--- src/rtl/agu_lsu_ctrl_if.sv ---
// Bundle of the AGU issue, data-memory and CDB signals for the load/store controller.
// master is the controller side; slave is the queue/memory/arbiter side.
interface agu_lsu_ctrl_if #(
  parameter int unsigned TAG_W = 6,
  parameter int unsigned XLEN  = 32
);
  logic             issue_valid;
  logic [XLEN-1:0]  ex_address;
  logic [XLEN-1:0]  ex_data;
  logic [TAG_W-1:0] rd_tag;
  logic             rd_tag_valid;
  logic [2:0]       funct3;
  logic             agu_ls;
  logic             ex_done;

  logic             mem_req;
  logic             mem_we;
  logic [XLEN-1:0]  mem_addr;
  logic [XLEN-1:0]  mem_wdata;
  logic [3:0]       mem_be;
  logic             mem_ready;
  logic [XLEN-1:0]  mem_rdata;

  logic             cdb_req;
  logic             cdb_grant;
  logic [TAG_W-1:0] cdb_tag;
  logic [XLEN-1:0]  cdb_data;

  logic             misalign_err;
  logic [TAG_W-1:0] err_tag;

  modport master (
    input  issue_valid, ex_address, ex_data, rd_tag, rd_tag_valid, funct3, agu_ls,
    output ex_done,
    output mem_req, mem_we, mem_addr, mem_wdata, mem_be,
    input  mem_ready, mem_rdata,
    output cdb_req, cdb_tag, cdb_data,
    input  cdb_grant,
    output misalign_err, err_tag
  );

  modport slave (
    output issue_valid, ex_address, ex_data, rd_tag, rd_tag_valid, funct3, agu_ls,
    input  ex_done,
    input  mem_req, mem_we, mem_addr, mem_wdata, mem_be,
    output mem_ready, mem_rdata,
    input  cdb_req, cdb_tag, cdb_data,
    output cdb_grant,
    input  misalign_err, err_tag
  );
endinterface

--- src/rtl/agu_lsu_ctrl.sv ---
// Single-outstanding, in-order load/store sequencer between the AGU queue, data memory
// and CDB. Handles store lane steering, load extraction/extension and misalign drops.
module agu_lsu_ctrl #(
  parameter int unsigned TAG_W = 6,
  parameter int unsigned XLEN  = 32
) (
  input  logic           clk,
  input  logic           rst,
  agu_lsu_ctrl_if.master bus
);

  typedef enum logic [1:0] {StIdle, StMem, StCdb} state_e;

  state_e           state_q, state_d;
  logic             cap_q, cap_d;
  logic [XLEN-1:0]  addr_q, addr_d;
  logic [XLEN-1:0]  data_q, data_d;
  logic [TAG_W-1:0] tag_q, tag_d;
  logic             tagv_q, tagv_d;
  logic [2:0]       f3_q, f3_d;
  logic             ls_q, ls_d;
  logic [XLEN-1:0]  cdb_data_q, cdb_data_d;

  logic             legal;
  logic [7:0]       ld_byte;
  logic [15:0]      ld_half;
  logic [XLEN-1:0]  load_fmt;

  always_comb begin
    legal = 1'b0;
    case (f3_q)
      3'b000:  legal = 1'b1;
      3'b001:  legal = ~addr_q[0];
      3'b010:  legal = (addr_q[1:0] == 2'b00);
      3'b100:  legal = ~ls_q;
      3'b101:  legal = ~ls_q & ~addr_q[0];
      default: legal = 1'b0;
    endcase
  end

  always_comb begin
    ld_byte  = bus.mem_rdata[{addr_q[1:0], 3'b000} +: 8];
    ld_half  = bus.mem_rdata[{addr_q[1], 4'b0000} +: 16];
    load_fmt = bus.mem_rdata;
    case (f3_q)
      3'b000:  load_fmt = {{(XLEN-8){ld_byte[7]}}, ld_byte};
      3'b001:  load_fmt = {{(XLEN-16){ld_half[15]}}, ld_half};
      3'b100:  load_fmt = {{(XLEN-8){1'b0}}, ld_byte};
      3'b101:  load_fmt = {{(XLEN-16){1'b0}}, ld_half};
      default: load_fmt = bus.mem_rdata;
    endcase
  end

  // cap_q marks the ex_done cycle; the FSM is still idle but ignores issue_valid then.
  always_comb begin
    state_d    = state_q;
    cap_d      = 1'b0;
    addr_d     = addr_q;
    data_d     = data_q;
    tag_d      = tag_q;
    tagv_d     = tagv_q;
    f3_d       = f3_q;
    ls_d       = ls_q;
    cdb_data_d = cdb_data_q;
    case (state_q)
      StIdle: begin
        if (cap_q) begin
          if (legal) state_d = StMem;
        end else if (bus.issue_valid) begin
          cap_d  = 1'b1;
          addr_d = bus.ex_address;
          data_d = bus.ex_data;
          tag_d  = bus.rd_tag;
          tagv_d = bus.rd_tag_valid;
          f3_d   = bus.funct3;
          ls_d   = bus.agu_ls;
        end
      end
      StMem: begin
        if (bus.mem_ready) begin
          if (!ls_q && tagv_q) begin
            cdb_data_d = load_fmt;
            state_d    = StCdb;
          end else begin
            state_d = StIdle;
          end
        end
      end
      StCdb: begin
        if (bus.cdb_grant) state_d = StIdle;
      end
      default: state_d = StIdle;
    endcase
  end

  always_ff @(posedge clk) begin
    if (!rst) begin
      state_q    <= StIdle;
      cap_q      <= 1'b0;
      addr_q     <= '0;
      data_q     <= '0;
      tag_q      <= '0;
      tagv_q     <= 1'b0;
      f3_q       <= 3'b000;
      ls_q       <= 1'b0;
      cdb_data_q <= '0;
    end else begin
      state_q    <= state_d;
      cap_q      <= cap_d;
      addr_q     <= addr_d;
      data_q     <= data_d;
      tag_q      <= tag_d;
      tagv_q     <= tagv_d;
      f3_q       <= f3_d;
      ls_q       <= ls_d;
      cdb_data_q <= cdb_data_d;
    end
  end

  always_comb begin
    bus.ex_done      = cap_q;
    bus.misalign_err = cap_q & ~legal;
    bus.err_tag      = (cap_q & ~legal) ? tag_q : '0;

    bus.mem_req   = (state_q == StMem);
    bus.mem_we    = 1'b0;
    bus.mem_addr  = '0;
    bus.mem_wdata = '0;
    bus.mem_be    = 4'b0000;
    if (state_q == StMem) begin
      bus.mem_we   = ls_q;
      bus.mem_addr = {addr_q[XLEN-1:2], 2'b00};
      bus.mem_be   = 4'b1111;
      if (ls_q) begin
        case (f3_q)
          3'b000: begin
            bus.mem_be    = 4'b0001 << addr_q[1:0];
            bus.mem_wdata = {4{data_q[7:0]}};
          end
          3'b001: begin
            bus.mem_be    = 4'b0011 << {addr_q[1], 1'b0};
            bus.mem_wdata = {2{data_q[15:0]}};
          end
          default: begin
            bus.mem_be    = 4'b1111;
            bus.mem_wdata = data_q;
          end
        endcase
      end
    end

    bus.cdb_req  = (state_q == StCdb);
    bus.cdb_tag  = (state_q == StCdb) ? tag_q : '0;
    bus.cdb_data = (state_q == StCdb) ? cdb_data_q : '0;
  end

endmodule

--- src/flat_wrapper.sv ---
// flat-port wrapper written by rule: the top's interface ports become plain ports
module agu_lsu_ctrl_flat 
#(
  parameter int unsigned TAG_W = 6,
  parameter int unsigned XLEN  = 32
)
  (clk, rst, bus_issue_valid, bus_ex_address, bus_ex_data, bus_rd_tag, bus_rd_tag_valid, bus_funct3, bus_agu_ls, bus_ex_done, bus_mem_req, bus_mem_we, bus_mem_addr, bus_mem_wdata, bus_mem_be, bus_mem_ready, bus_mem_rdata, bus_cdb_req, bus_cdb_tag, bus_cdb_data, bus_cdb_grant, bus_misalign_err, bus_err_tag);
  agu_lsu_ctrl_if #(.TAG_W(TAG_W), .XLEN(XLEN)) bus_i ();
  input  logic clk;
  input  logic rst;
  input wire logic [$bits(bus_i.issue_valid)-1:0] bus_issue_valid;
  input wire logic [$bits(bus_i.ex_address)-1:0] bus_ex_address;
  input wire logic [$bits(bus_i.ex_data)-1:0] bus_ex_data;
  input wire logic [$bits(bus_i.rd_tag)-1:0] bus_rd_tag;
  input wire logic [$bits(bus_i.rd_tag_valid)-1:0] bus_rd_tag_valid;
  input wire logic [$bits(bus_i.funct3)-1:0] bus_funct3;
  input wire logic [$bits(bus_i.agu_ls)-1:0] bus_agu_ls;
  output wire logic [$bits(bus_i.ex_done)-1:0] bus_ex_done;
  output wire logic [$bits(bus_i.mem_req)-1:0] bus_mem_req;
  output wire logic [$bits(bus_i.mem_we)-1:0] bus_mem_we;
  output wire logic [$bits(bus_i.mem_addr)-1:0] bus_mem_addr;
  output wire logic [$bits(bus_i.mem_wdata)-1:0] bus_mem_wdata;
  output wire logic [$bits(bus_i.mem_be)-1:0] bus_mem_be;
  input wire logic [$bits(bus_i.mem_ready)-1:0] bus_mem_ready;
  input wire logic [$bits(bus_i.mem_rdata)-1:0] bus_mem_rdata;
  output wire logic [$bits(bus_i.cdb_req)-1:0] bus_cdb_req;
  output wire logic [$bits(bus_i.cdb_tag)-1:0] bus_cdb_tag;
  output wire logic [$bits(bus_i.cdb_data)-1:0] bus_cdb_data;
  input wire logic [$bits(bus_i.cdb_grant)-1:0] bus_cdb_grant;
  output wire logic [$bits(bus_i.misalign_err)-1:0] bus_misalign_err;
  output wire logic [$bits(bus_i.err_tag)-1:0] bus_err_tag;
  assign bus_i.issue_valid = bus_issue_valid;
  assign bus_i.ex_address = bus_ex_address;
  assign bus_i.ex_data = bus_ex_data;
  assign bus_i.rd_tag = bus_rd_tag;
  assign bus_i.rd_tag_valid = bus_rd_tag_valid;
  assign bus_i.funct3 = bus_funct3;
  assign bus_i.agu_ls = bus_agu_ls;
  assign bus_ex_done = bus_i.ex_done;
  assign bus_mem_req = bus_i.mem_req;
  assign bus_mem_we = bus_i.mem_we;
  assign bus_mem_addr = bus_i.mem_addr;
  assign bus_mem_wdata = bus_i.mem_wdata;
  assign bus_mem_be = bus_i.mem_be;
  assign bus_i.mem_ready = bus_mem_ready;
  assign bus_i.mem_rdata = bus_mem_rdata;
  assign bus_cdb_req = bus_i.cdb_req;
  assign bus_cdb_tag = bus_i.cdb_tag;
  assign bus_cdb_data = bus_i.cdb_data;
  assign bus_i.cdb_grant = bus_cdb_grant;
  assign bus_misalign_err = bus_i.misalign_err;
  assign bus_err_tag = bus_i.err_tag;
  agu_lsu_ctrl #(.TAG_W(TAG_W), .XLEN(XLEN)) u_core (.clk(clk), .rst(rst), .bus(bus_i));
endmodule
--- config.mk ---
export PLATFORM = sky130hd
export DESIGN_NAME = agu_lsu_ctrl_flat
export DESIGN_NICKNAME = d
export VERILOG_FILES = /design/src/rtl/agu_lsu_ctrl_if.sv /design/src/rtl/agu_lsu_ctrl.sv /design/src/flat_wrapper.sv
export SDC_FILE = /design/constraint.sdc
export NUM_CORES = 1
export LEC_CHECK = 0
export ABC_CLOCK_PERIOD_IN_PS = 2350
export CAP_MARGIN = 25
export CORE_MARGIN = 5
export CORE_UTILIZATION = 38
export DETAILED_ROUTE_END_ITERATION = 10
export DONT_BUFFER_PORTS = 1
export HOLD_SLACK_MARGIN = 0.15
export PLACE_DENSITY_LB_ADDON = 0.15
export SYNTH_ARGS = -nofsm -noshare
export SYNTH_HDL_FRONTEND = slang
export SYNTH_SLANG_ARGS = --single-unit
--- constraint.sdc ---
create_clock -name clk -period 2.35 [get_ports clk]
set_clock_uncertainty 0.05 [all_clocks]
set_input_delay 0.235 -clock clk [delete_from_list [all_inputs] [get_ports clk]]
set_output_delay 0.235 -clock clk [all_outputs]
set_load 0.03 [all_outputs]
==> impl_metrics.toml <==
[clocking]
path_clk_slew_ps = 70
cts.sinks = 110
htreeDepth = 3
cts_tree = "built"
clockBufferDepth = 2
cts_setup_buffers = 0
cts_made_buffers = 9
root_buffer = "clkbuf_16"
clock_latency_ps = 350

[detailed_routing]
postRouteAntennaNets = 0
drtPass1Iterations = 5
vias = 5568
routedWlPerCell_microns = 17.9
vias_per_cell = 5.31
post-route-drc-count = 0
detail_route.wirelength_mm = 18.8
drt_iter0_drc = 346

[yosys]
ys_top_cells_by_count = "207 x nand2_1, 110 x dfxtp_1, 71 x and2_1"
synth_area_sq_mm = 0.00562
ys_seq_area_frac = 0.392
synth_edf_count = 0
ys_warn_count = 0
ys_top_cells_by_area = "dfxtp_1 39%, nand2_1 14%, and2_1 7.9%"
synthArstFlopShare = 0
synth.avg_cell_area_sq_um = 7.49
ys_types = 44
yosysMostFrequentCell = "nand2_1"
ys_ff_latch = 110
synthesis.instances = 751
yosysTopAreaCell = "dfxtp_1"
synth_top_area_share = 0.392
ys.flop_type = "dfxtp_1"

[die]
row_count = 44
dieArea_sq_mm = 0.0173
core_area_sq_mm = 0.0145
io-pin-count = 229
dieHeight_microns = 132
die_w_microns = 132
start_util = 0.387

[place]
hpwlAfterDp_mm = 12.8
placed_cells = 926
place_area_sq_mm = 0.00601
place_congestion = 0.890
io_buffers = 0

[pwr]
powerDensity_mw_per_mm2 = 581
power_mw = 4.30
leakage_nw = 2.88
max-vdd-ir-drop_uv = 292

[worst_setup_path]
end_kind = "output pin"
start_kind = "register"
r2r_slack_ps = 200
r2r_cells = 4
path_class = "reg2out"
r2r-end = "u_core.tag_q[4]$_SDFFE_PN0P_"
timing.rr.start = "u_core.state_q[1]$_SDFFE_PN0P_"
crit_required_ps = 2070
cp_max_fo = 9
crit_arrival_ps = 1870

[run_status]
status = "finished clean"

[layout]
syn2layout_area_growth_pct = 31.8
drive_gt1_frac = 0.101
num_antenna_cells = 0
final_cells = 1049
nFillCells = 1432
utilization = 0.510
fin_nets = 972
fin_area_sq_mm = 0.00741

[grt]
grt_max_degree = 93
grt_overflow = 0
grt_pass1_vias = 5686
track_usage = 0.213
antenna_found_initial = 0
grt_first_pass_wirelength_mm = 30.5

[timing]
rsz0062_at_grt = "false"
maxSlewViolCount = 0
setup_tns_ps = 0
hold_viol_final = 0
period_needed_ps = 2160
max_clock_freq_mhz = 463
setup_viol = 0
worstMarginPinSlew_ps = 790
period_share = 0.919
slew_headroom = 0.474

[worst_hold_path]
min_path_type = "in2reg"
hold_depth = 3
hp-start = "bus_mem_rdata[16]"
worstHoldEndpoint = "u_core.cdb_data_q[0]$_SDFFE_PN0P_"

[run]
maxCapViolCount = 0
## power by group
| part | internal [mW] | leakage [nW] | switching (mW) |
|---|---|---|---|
| Sequential | 1.96 | 0.899 | 0.0734 |
| Combinational | 0.299 | 1.83 | 0.395 |
| Clock | 0.886 | 0.152 | 0.693 |
## cell usage in the layout, fill, tap and decap left out, drive strengths merged, types with 2 or more instances in the layout
cell         netlist  final
a211oi             9      9
a21oi             63     63
dlygate4sd3        0    106
a221oi             2      2
clkinv             1      3
nor2              14     14
mux2               5      5
a221o              7      7
clkbuf            36     11
and2              71     71
or3                6      6
o22ai              6      6
o21ai             37     37
a21boi            60     60
buf               28     55
nand2            208    208
inv               12     13
conb               1      2
and3              15     15
o311ai             6      6
nor2b              3      3
a31oi              7      7
nand3              6      6
mux2i             15     15
dfxtp            110    110
nor3               7      7
nand2b             4      4
## registers in the layout (all words and copies together) (netlist names)
signal              flops
u_core.tagv_q           1
u_core.cdb_data_q      32
u_core.state_q          2
u_core.addr_q          32
u_core.ls_q             1
u_core.data_q          32
u_core.f3_q             3
u_core.bus.ex_done      1
u_core.tag_q            6
## routing by layer
layer	vias to the layer above	global-route usage	share of wire
met5	-	0	0
met4	0	0.0737	0.020
met3	28	0.0550	0.071
met2	210	0.361	0.48
met1	2598	0.263	0.43
li1	2732	-	-
## what timing repair did
action / 4_1_cts / 5_1_grt
hold buffers: 107 / 0
endpoints found under the setup margin: 6 / 20
gates resized for setup: 1 / 1
endpoints found under the hold margin: 107 / 0
## layout make-up
cell class / instances / area [sq um] / share of cell area
sequential: 110 / 2200 / 0.297
timing repair buffer: 161 / 1510 / 0.203
tap: 184 / 230 / 0.0311
clock inverter: 5 / 56.3 / 0.00760
multi-input combinational: 565 / 3110 / 0.420
inverter: 13 / 48.8 / 0.00658
clock buffer: 11 / 253 / 0.0341
## logic make-up after synthesis
kind of cell	synth area share
AND/OR/NAND/NOR	0.282
AO/OA/AOI/OAI	0.231
flip-flops	0.392
buffers and inverters	0.0583
multiplexers	0.0367
other	0.000667
## worst max-delay path by stage
stage	start	to	cells past startpoint
after global routing	u_core.addr_q[0]$_SDFFE_PN0P_	bus_err_tag[0]	4
after detailed placement	u_core.state_q[0]$_SDFFE_PN0P_	u_core.cdb_data_q[1]$_SDFFE_PN0P_	4
after global placement	u_core.state_q[0]$_SDFFE_PN0P_	u_core.cdb_data_q[0]$_SDFFE_PN0P_	4
final	u_core.addr_q[1]$_SDFFE_PN0P_	bus_err_tag[1]	5
after CTS	u_core.f3_q[0]$_SDFFE_PN0P_	bus_err_tag[1]	4
after floorplan	u_core.f3_q[0]$_SDFFE_PN0P_	bus_mem_wdata[24]	5
## stage by stage
stage | setup slack, ps | hold slack, ps
2_1_floorplan | 309 | 320
5_1_grt | 37.6 | 166
3_5_place_dp | 297 | 328
3_3_place_gp | 420 | 328
6_report | 191 | 164
4_1_cts | 13.9 | 152
## worst max-delay path, stage by stage (launching register included)
cell,delay [ps]
dfxtp_1,450
buf_4,220
nor4_1,70
nor2_1,390
and3_1,230
buf_4,160
(Power assumes the default switching activity.)
